### src/rtl/pcm_vrom_if_pkg.sv
// Shared types and constants for the cartridge-side ADPCM V-ROM interface.
package pcm_pkg;

  localparam int PCM_AW = 24;
  localparam int PCM_DW = 8;
  localparam logic [PCM_DW-1:0] PCM_ERR_BYTE = 8'hFF;

  typedef enum logic [2:0] {
    IDLE,
    ADDR_LO,
    ADDR_OK,
    FETCH,
    DRIVE
  } pcm_state_t;

endpackage

### src/rtl/pcm_vrom_if_if.sv
// Sound-bus and V-ROM pins seen by the PCM interface block.
// The master is the bus/ROM side; the slave is the block itself.
interface pcm_bus_if;
  import pcm_pkg::*;

  logic [PCM_DW-1:0] SDRAD_IN;
  logic [PCM_DW-1:0] SDRAD_OUT;
  logic              SDRAD_OE;
  logic [1:0]        SDRA_L;
  logic [3:0]        SDRA_U;
  logic              SDRMPX;
  logic              nSDROE;
  logic [PCM_AW-1:0] ROM_ADDR;
  logic              nROM_OE;
  logic [PCM_DW-1:0] ROM_DATA;

  modport master (
    output SDRAD_IN, SDRA_L, SDRA_U, SDRMPX, nSDROE, ROM_DATA,
    input  SDRAD_OUT, SDRAD_OE, ROM_ADDR, nROM_OE
  );

  modport slave (
    input  SDRAD_IN, SDRA_L, SDRA_U, SDRMPX, nSDROE, ROM_DATA,
    output SDRAD_OUT, SDRAD_OE, ROM_ADDR, nROM_OE
  );

endinterface

### src/rtl/pcm_vrom_if_edge_sync.sv
// Multi-flop synchroniser for one asynchronous strobe, with single-cycle
// rise/fall pulses taken from the synchronised level.
module pcm_edge_sync #(
  parameter int SYNC_STAGES = 2
) (
  input  logic clk,
  input  logic async_in,
  output logic rise,
  output logic fall
);

  logic [SYNC_STAGES-1:0] sync_q, sync_d;
  logic                   prev_q, prev_d;

  // No reset here: the chain keeps tracking the pad through reset, so the
  // first cycle after reset release never reports a stale edge.
  always_comb begin
    sync_d = {sync_q[SYNC_STAGES-2:0], async_in};
    prev_d = sync_q[SYNC_STAGES-1];
  end

  always_ff @(posedge clk) begin
    sync_q <= sync_d;
    prev_q <= prev_d;
  end

  assign rise = sync_q[SYNC_STAGES-1] & ~prev_q;
  assign fall = ~sync_q[SYNC_STAGES-1] & prev_q;

endmodule

### src/rtl/pcm_vrom_if.sv
// NEO-PCM2-style V-ROM interface: demuxes the ADPCM address, runs one ROM
// fetch per nSDROE strobe. Optional PCM_ADDR_AUTOINC_EN: post-read increment.
module pcm_vrom_if
  import pcm_pkg::*;
#(
  parameter int ROM_LAT     = 3,
  parameter int SYNC_STAGES = 2
) (
  input  logic        CLK_24M,
  input  logic        nRESET,
  pcm_bus_if.slave    bus,
  output logic        PROTO_ERR
);

  localparam logic [3:0] CNT_LAST = 4'(ROM_LAT - 1);

  logic mpx_rise, mpx_fall, oe_rise, oe_fall;

  pcm_edge_sync #(.SYNC_STAGES(SYNC_STAGES)) u_sync_mpx (
    .clk      (CLK_24M),
    .async_in (bus.SDRMPX),
    .rise     (mpx_rise),
    .fall     (mpx_fall)
  );

  pcm_edge_sync #(.SYNC_STAGES(SYNC_STAGES)) u_sync_oe (
    .clk      (CLK_24M),
    .async_in (bus.nSDROE),
    .rise     (oe_rise),
    .fall     (oe_fall)
  );

  pcm_state_t        state_q, state_d, mpx_state;
  logic [PCM_AW-1:0] addr_q, addr_d;
  logic [3:0]        cnt_q, cnt_d;
  logic [PCM_DW-1:0] rd_data_q, rd_data_d;
  logic              rd_oe_q, rd_oe_d;
  logic              rom_oe_n_q, rom_oe_n_d;
  logic              err_q, err_d;
`ifdef PCM_ADDR_AUTOINC_EN
  logic              hit_q, hit_d;
`endif

  // The MPX edge is resolved first into mpx_state; the read strobe then acts
  // on that intermediate state, so a same-cycle address change reaches the ROM.
  always_comb begin
    state_d    = state_q;
    mpx_state  = state_q;
    addr_d     = addr_q;
    cnt_d      = cnt_q;
    rd_data_d  = rd_data_q;
    rd_oe_d    = rd_oe_q;
    rom_oe_n_d = rom_oe_n_q;
    err_d      = err_q;
`ifdef PCM_ADDR_AUTOINC_EN
    hit_d      = hit_q;
`endif

    if (mpx_rise || mpx_fall) begin
      if (state_q == FETCH || state_q == DRIVE) begin
        err_d = 1'b1;
      end else if (mpx_rise) begin
        addr_d[7:0]   = bus.SDRAD_IN;
        addr_d[9:8]   = bus.SDRA_L;
        addr_d[23:20] = bus.SDRA_U;
        mpx_state     = ADDR_LO;
      end else if (state_q == ADDR_LO) begin
        addr_d[17:10] = bus.SDRAD_IN;
        addr_d[19:18] = bus.SDRA_L;
        mpx_state     = ADDR_OK;
      end
    end

    state_d = mpx_state;

    case (mpx_state)
      IDLE, ADDR_LO: begin
        if (oe_fall) begin
          rd_data_d = PCM_ERR_BYTE;
          rd_oe_d   = 1'b1;
          err_d     = 1'b1;
          state_d   = DRIVE;
`ifdef PCM_ADDR_AUTOINC_EN
          hit_d     = 1'b0;
`endif
        end
      end
      ADDR_OK: begin
        if (oe_fall) begin
          rom_oe_n_d = 1'b0;
          cnt_d      = 4'd0;
          state_d    = FETCH;
        end
      end
      FETCH: begin
        if (oe_rise) begin
          rom_oe_n_d = 1'b1;
          state_d    = ADDR_OK;
        end else if (cnt_q == CNT_LAST) begin
          rd_data_d  = bus.ROM_DATA;
          rom_oe_n_d = 1'b1;
          rd_oe_d    = 1'b1;
          state_d    = DRIVE;
`ifdef PCM_ADDR_AUTOINC_EN
          hit_d      = 1'b1;
`endif
        end else begin
          cnt_d = cnt_q + 4'd1;
        end
      end
      DRIVE: begin
        if (oe_rise) begin
          rd_oe_d = 1'b0;
          state_d = ADDR_OK;
`ifdef PCM_ADDR_AUTOINC_EN
          if (hit_q) addr_d = addr_q + 24'd1;
`endif
        end
      end
      default: state_d = IDLE;
    endcase
  end

  always_ff @(posedge CLK_24M) begin
    if (!nRESET) begin
      state_q    <= IDLE;
      addr_q     <= '0;
      cnt_q      <= 4'd0;
      rd_data_q  <= 8'h00;
      rd_oe_q    <= 1'b0;
      rom_oe_n_q <= 1'b1;
      err_q      <= 1'b0;
`ifdef PCM_ADDR_AUTOINC_EN
      hit_q      <= 1'b0;
`endif
    end else begin
      state_q    <= state_d;
      addr_q     <= addr_d;
      cnt_q      <= cnt_d;
      rd_data_q  <= rd_data_d;
      rd_oe_q    <= rd_oe_d;
      rom_oe_n_q <= rom_oe_n_d;
      err_q      <= err_d;
`ifdef PCM_ADDR_AUTOINC_EN
      hit_q      <= hit_d;
`endif
    end
  end

  assign bus.ROM_ADDR  = addr_q;
  assign bus.nROM_OE   = rom_oe_n_q;
  assign bus.SDRAD_OUT = rd_data_q;
  assign bus.SDRAD_OE  = rd_oe_q;
  assign PROTO_ERR     = err_q;

endmodule

### src/flat_wrapper.sv
// flat-port wrapper written by rule: the top's interface ports become plain ports
module pcm_vrom_if_flat import pcm_pkg::*;
#(
  parameter int ROM_LAT     = 3,
  parameter int SYNC_STAGES = 2
)
  (CLK_24M, nRESET, PROTO_ERR, bus_SDRAD_IN, bus_SDRA_L, bus_SDRA_U, bus_SDRMPX, bus_nSDROE, bus_ROM_DATA, bus_SDRAD_OUT, bus_SDRAD_OE, bus_ROM_ADDR, bus_nROM_OE);
  pcm_bus_if bus_i ();
  input  logic CLK_24M;
  input  logic nRESET;
  output logic PROTO_ERR;
  input wire logic [$bits(bus_i.SDRAD_IN)-1:0] bus_SDRAD_IN;
  input wire logic [$bits(bus_i.SDRA_L)-1:0] bus_SDRA_L;
  input wire logic [$bits(bus_i.SDRA_U)-1:0] bus_SDRA_U;
  input wire logic [$bits(bus_i.SDRMPX)-1:0] bus_SDRMPX;
  input wire logic [$bits(bus_i.nSDROE)-1:0] bus_nSDROE;
  input wire logic [$bits(bus_i.ROM_DATA)-1:0] bus_ROM_DATA;
  output wire logic [$bits(bus_i.SDRAD_OUT)-1:0] bus_SDRAD_OUT;
  output wire logic [$bits(bus_i.SDRAD_OE)-1:0] bus_SDRAD_OE;
  output wire logic [$bits(bus_i.ROM_ADDR)-1:0] bus_ROM_ADDR;
  output wire logic [$bits(bus_i.nROM_OE)-1:0] bus_nROM_OE;
  assign bus_i.SDRAD_IN = bus_SDRAD_IN;
  assign bus_i.SDRA_L = bus_SDRA_L;
  assign bus_i.SDRA_U = bus_SDRA_U;
  assign bus_i.SDRMPX = bus_SDRMPX;
  assign bus_i.nSDROE = bus_nSDROE;
  assign bus_i.ROM_DATA = bus_ROM_DATA;
  assign bus_SDRAD_OUT = bus_i.SDRAD_OUT;
  assign bus_SDRAD_OE = bus_i.SDRAD_OE;
  assign bus_ROM_ADDR = bus_i.ROM_ADDR;
  assign bus_nROM_OE = bus_i.nROM_OE;
  pcm_vrom_if #(.ROM_LAT(ROM_LAT), .SYNC_STAGES(SYNC_STAGES)) u_core (.CLK_24M(CLK_24M), .nRESET(nRESET), .bus(bus_i), .PROTO_ERR(PROTO_ERR));
endmodule
### config.mk
export PLATFORM = sky130hd
export DESIGN_NAME = pcm_vrom_if_flat
export DESIGN_NICKNAME = d
export VERILOG_FILES = /design/src/rtl/pcm_vrom_if_pkg.sv /design/src/rtl/pcm_vrom_if_if.sv /design/src/rtl/pcm_vrom_if_edge_sync.sv /design/src/rtl/pcm_vrom_if.sv /design/src/flat_wrapper.sv
export SDC_FILE = /design/constraint.sdc
export NUM_CORES = 1
export LEC_CHECK = 0
export BUFFER_PORTS_ARGS = -buffer_cell sky130_fd_sc_hd__buf_2
export CORE_AREA = 2 2 96 80
export CTS_CLUSTER_SIZE = 10
export DETAILED_ROUTE_END_ITERATION = 10
export DIE_AREA = 0 0 98 82
export GPL_TIMING_DRIVEN = 0
export HOLD_SLACK_MARGIN = 0.12
export MAX_ROUTING_LAYER = met4
export PLACE_DENSITY_LB_ADDON = 0.05
export SETUP_SLACK_MARGIN = 0.5
export SLEW_MARGIN = 20
export SYNTH_ARGS = -nofsm -noshare
export SYNTH_HDL_FRONTEND = slang
export SYNTH_SLANG_ARGS = --single-unit
### constraint.sdc
create_clock -name CLK_24M -period 3.65 [get_ports CLK_24M]
set_input_delay 0 -clock CLK_24M [delete_from_list [all_inputs] [get_ports CLK_24M]]
set_output_delay 0 -clock CLK_24M [all_outputs]
set_load 0.1 [all_outputs]
**Word level (Yosys, flattened, before mapping)**

Cells that the tools add are included.

- Bits in registers: 48
- Input port bits: 26
- Output and inout port bits: 35
- Logic and storage cells: 81

- Add/subtract/negate cells: 1
- Equal/unequal tests: 15
- Muxes and demuxes: 30
- Bitwise gates (word level): 10
- Reduce and logical (&&, ||, !) cells: 13

Operator list:

| operator | count |
|---|---|
| two-way mux 3 bit | 9 |
| two-way mux 8 bit | 3 |
| one-hot mux 8 bit (2 select lines) | 1 |
| two-way mux 4 bit | 3 |
| one-hot mux 3 bit (4 select lines) | 1 |
| AND reduction 4 bit | 3 |
| two-way mux 1 bit | 10 |
| == test 3 x 2 -> 1 bit (second input constant) | 3 |
| != test 2 x 1 -> 1 bit (second input constant) | 4 |
| one-hot mux 4 bit (2 select lines) | 1 |
| == test 3 x 1 -> 1 bit (second input constant) | 2 |
| == test 3 bit (second input constant) | 2 |
| inverter 1 bit | 6 |
| AND reduction 3 bit | 2 |
| AND reduction 5 bit | 1 |
| adder 4 x 1 -> 4 bit (second input constant) | 1 |
| AND 1 bit | 4 |
| == test 4 x 2 -> 1 bit (second input constant) | 1 |
| != test 2 bit (second input constant) | 2 |
| nonzero test 2 bit | 2 |
| zero test 3 bit | 1 |
| != test 3 x 1 -> 1 bit (second input constant) | 1 |
| one-hot mux 1 bit (3 select lines) | 1 |
| nonzero test 3 bit | 1 |
| 3 further kinds | 4 |

**Longest topological paths before layout**

- Depth after elaboration: 9
- Mapped depth: 7
- Mapped depth without buffers: 6

**Hierarchy**

Synthesis repeated with hierarchy kept, for this count alone.

- Cell total of the unflattened synthesis: 223
- Area total of the unflattened synthesis: 2039.5 µm²

Modules (own cells, without submodules):

| module | instances | cells each | area each (µm²) | seq. area each (µm²) |
|---|---|---|---|---|
| pcm_vrom_if | 1 | 213 | 1889.3 | 840.8 |
| pcm_edge_sync | 2 | 5 | 75.1 | 60.1 |

**Worst setup path before layout**

OpenSTA, ideal clock, no wires.

- Path kind: register to register
- From: register u_core.u_sync_mpx.prev_q
- To: register u_core.addr_q[0], in the netlist u_core.bus.ROM_ADDR[0]
- Data arrival time: 1.678 ns
- Data required time: 3.530 ns
- Slack: 1.852 ns
- Stages on the path, launching flop included: 8
- Path buffers: 1
- Clock period less this slack: 1.798 ns
- Path through: dfxtp_1 -> inv_1 -> ha_1 -> nand2b_1 -> a211oi_4 -> buf_6 -> mux2i_1 -> nor2b_1

- Cells in the longest elaborated chain, start to end: 4
- Elaborated cells on any way between the ends: 5
- Classes of those cells: bitwise (3); reduce/logical (2)

RTL lines:

| item | RTL line | text |
|---|---|---|
| from (decl) | pcm_vrom_if_edge_sync.sv:13 | `logic prev_q, prev_d;` |
| from (signal assigned) | pcm_vrom_if_edge_sync.sv:24 | `prev_q <= prev_d;` |
| inverter 1 bit | pcm_vrom_if_edge_sync.sv:27 | `assign rise = sync_q[SYNC_STAGES-1] & ~prev_q;` |
| AND 1 bit | pcm_vrom_if_edge_sync.sv:27 |  |
| logical OR 1 bit | pcm_vrom_if.sv:59 | `if (mpx_rise \|\| mpx_fall) begin` |
| AND reduction 3 bit (no line) (*) | - |  |
| to (signal assigned) | pcm_vrom_if.sv:138 | `addr_q <= addr_d;` |
| to (decl) | pcm_vrom_if.sv:34 | `logic [PCM_AW-1:0] addr_q, addr_d;` |

Mark *: on every way between the ends. The rest lies on a longest branch, timed or not.
A chain may end at the register's enable or synchronous reset.

**Worst setup path in the final report**

- From: register u_core.u_sync_mpx.prev_q
- To: register u_core.addr_q[6], in the netlist u_core.bus.ROM_ADDR[6]

Same word-level chain as after synthesis.

==> metrics.log <==
[metrics] critical path capture point type: register
[metrics] final sum of negative setup slack: 0 ns
[metrics] final count of negative-setup-slack endpoints: 0
[metrics] final-layout worst hold slack: 0.142 ns
[metrics] num ports: between 60 and 70
[metrics] wire length reported by the detailed router: between 5000 and 6000 um
[metrics] total standard cell area after synthesis: slightly above 2000 sq um
[metrics] worst-case clock buffer depth: 2
[metrics] total core area: approximately 7100 sq um
[metrics] layout overhead on the synthesized area: 37.8%
[metrics] Cells after Synth: roughly 210
[metrics] normalized max-slew margin: 0.519
[metrics] path type of the worst setup path: reg2reg
[metrics] cell area after placement: roughly 2500 sq um
[metrics] overflow left after global routing: 0
[metrics] Num CTS Buffers: 5
[metrics] Setup Skew: 0.00378 ns
[metrics] total leakage power: approximately 1.2 nW
[metrics] Post-CTS Resized: 0
[metrics] most frequent cells in the layout: 62 x sky130_fd_sc_hd__buf_2, 48 x sky130_fd_sc_hd__dfxtp_1, 26 x sky130_fd_sc_hd__nor2b_1
[metrics] number of clock sinks: 48
[metrics] Diodes inserted: 0
[metrics] clock period minus final worst setup slack: about 2.1 ns
[metrics] Startpoint Class: register
[metrics] DR WL/cell: 13.4 um
[metrics] Post-CTS Setup Inserts: 0
[metrics] Clk Latency, worst-skew pair: 0.29 ns
[metrics] drt initial violations: 86
[metrics] ys flop type: sky130_fd_sc_hd__dfxtp_1
[metrics] post-synthesis register bit count: 48
[metrics] synthesized netlist net count: 237
[metrics] sequential cell area in the final layout: approximately 960 sq um
[metrics] number of port buffers: 59
[metrics] CTS tree: done
[metrics] Cell Rows: 28
[metrics] pin count of the biggest net entering global routing: 16
[metrics] Worst Path Arrival: 2.26 ns
[metrics] final design area excluding fillers: around 2800 sq um
[metrics] via count: roughly 1,800
[metrics] Final Cycle Share: 0.565
[metrics] class of the most critical hold timing path: in2reg
[metrics] DRT Pass-1 Iters: 5
[metrics] share of async-settable or async-resettable flops after synthesis: 0
[metrics] Final Power: roughly 1.2 mW
[metrics] Layout Utilization: 0.400
[metrics] areal power density over the cells: around 440 nW/um^2
[metrics] CTS root buffer: sky130_fd_sc_hd__clkbuf_8
[metrics] total global-route track usage: 0.133
[metrics] combined area of the multi-input logic cells: approximately 980 sq um
[metrics] final weighted congestion in routability-driven placement: between 0.8 and 0.9
[metrics] number of antenna violations at the first check in global routing: 0
[metrics] share of post-route cells with drive strength above 1: 0.263
[metrics] number of filler instances in the final layout: ~730
[metrics] Avg Synthesized Cell Area: 9.91 sq um
[metrics] htree depth: 2
[metrics] wire length of the first global-routing pass: 8160 um
[metrics] remaining design rule violation count: 0
[metrics] mean number of vias per cell: 4.58
[metrics] die area: approximately 8000 sq um
[metrics] setup repair after global routing missed its margin: false
[metrics] die extent in y: 82 um
[metrics] distinct cell type count of the synthesized netlist: 46
[metrics] vias in the first global route: ~1,700
[metrics] Highest Clock Rate: 485 MHz
[metrics] clock slew at reported path FFs: 0.09 ns
[metrics] max-capacitance violation count: 0
[metrics] VDD IR max: between 200 and 250 uV
[metrics] Yosys warning count: 0
[metrics] biggest fanout along the worst timing path: 10
[metrics] antenna viol nets, final: 0
[metrics] effective utilization at floorplan: 0.290
[metrics] count of endpoints failing hold in the final timing report: 0
[metrics] transition time at the pin with the least slew margin: about 0.72 ns
[metrics] final count of pins violating max slew: 0
[metrics] DIE WIDTH: 98 um
[metrics] number of enable-type register cells in the synthesized netlist: 0
[metrics] most common library cell in the layout ignoring fill and taps: sky130_fd_sc_hd__buf_2
[metrics] number of nets in the layout: 328
[metrics] proportion of synthesized chip area in sequential cells: 0.466
[metrics] required time of the critical path: 3.85 ns
[metrics] HPWL Detailed: approximately 3600 um
[metrics] run status: finished clean
## flip-flops by register name, indices dropped and copies added, names as in the netlist
name and flops:
u_core.bus.ROM_ADDR 24, u_core.bus.SDRAD_OUT 8, u_core.cnt_q 4, u_core.state_q 3, u_core.u_sync_mpx.sync_q 2, u_core.u_sync_oe.sync_q 2, u_core.PROTO_ERR 1, u_core.bus.SDRAD_OE 1
u_core.bus.nROM_OE 1, u_core.u_sync_mpx.prev_q 1, u_core.u_sync_oe.prev_q 1
## per-stage QoR
step | cells | worst slack, ns
final | 390 | 1.59
after global routing | 390 | 1.33
after CTS | 390 | 1.51
after detailed placement | 357 | 1.54
after global placement | 357 | 1.54
after floorplan | 208 | 1.85
## cell families (layout without fill, tap and decap cells)
family,count (synthesis),count (layout),share of synthesized area
buffers and inverters,27,119,0.0601
and+or+nand+nor,58,58,0.169
DFF,48,48,0.466
xor gates and xnor gates,2,2,0.00850
muxes,24,24,0.117
adders and majority gates,4,4,0.0237
AOI/OAI and AO/OA,45,45,0.156
## cell usage after synthesis, types with 2 or more instances
cell	count	area, sq um
sky130_fd_sc_hd__xor2_1	2	17.5
sky130_fd_sc_hd__inv_1	15	56.3
sky130_fd_sc_hd__nor2_1	4	15.0
sky130_fd_sc_hd__buf_6	2	22.5
sky130_fd_sc_hd__nand2b_1	6	37.5
sky130_fd_sc_hd__nor2b_1	26	163
sky130_fd_sc_hd__a21boi_0	3	22.5
sky130_fd_sc_hd__nor3b_1	3	22.5
sky130_fd_sc_hd__o21ai_0	10	50.1
sky130_fd_sc_hd__mux2i_1	24	240
sky130_fd_sc_hd__clkbuf_1	6	22.5
sky130_fd_sc_hd__and2_1	2	12.5
sky130_fd_sc_hd__nand4_1	3	18.8
sky130_fd_sc_hd__nand2_1	5	18.8
sky130_fd_sc_hd__a21oi_1	4	20.0
sky130_fd_sc_hd__nand3_1	2	10.0
sky130_fd_sc_hd__buf_2	3	15.0
sky130_fd_sc_hd__dfxtp_1	48	961
sky130_fd_sc_hd__ha_1	3	37.5
sky130_fd_sc_hd__a31oi_1	11	68.8
## what timing repair did
action / 4_1_cts / 5_1_grt
hold buffers: 25 / 0
endpoints found under the hold margin: 36 / 0
endpoints found under the setup margin: 0 / 0
## per-layer routing
layer	global-route usage	routed length [um]	share of wire
met5	-	0	0
met2	0.208	2350	0.45
met3	0.0306	249	0.048
met1	0.176	2590	0.50
met4	0.0292	23	0.0044
## worst paths after layout
check	from	to	slack, ns	cells after the start
max reg2reg	u_core.u_sync_mpx.prev_q	u_core.bus.ROM_ADDR[6]	1.59	7
min	nRESET	u_core.bus.SDRAD_OUT[3]	0.14	3
max	u_core.u_sync_mpx.prev_q	u_core.bus.ROM_ADDR[6]	1.59	7
min reg2reg	u_core.u_sync_oe.sync_q[0]	u_core.u_sync_oe.sync_q[1]	0.33	0
## power breakdown
part	switching, mW	total, mW	internal (mW)
sequential	0.0135	0.560	0.547
combinational	0.194	0.272	0.0774
clock	0.186	0.410	0.224
## worst max-delay path, cell delays in order, from the launching register on
cell and delay, ns:
sky130_fd_sc_hd__dfxtp_1 0.32, sky130_fd_sc_hd__inv_1 0.04, sky130_fd_sc_hd__ha_1 0.32, sky130_fd_sc_hd__nand2b_1 0.30, sky130_fd_sc_hd__a211oi_4 0.47, sky130_fd_sc_hd__buf_6 0.25
sky130_fd_sc_hd__mux2i_1 0.21, sky130_fd_sc_hd__nor2b_1 0.06
## cell type report
type	instances	area share
Multi-Input combinational cell	133	0.344
Clock buffer	6	0.0291
Timing Repair Buffer	84	0.192
Sequential cell	48	0.338
Buffer	12	0.0238
Inverter	15	0.0198
Tap cell	90	0.0396
Clock inverter	2	0.0137
Power figures use the tool's default switching activity.
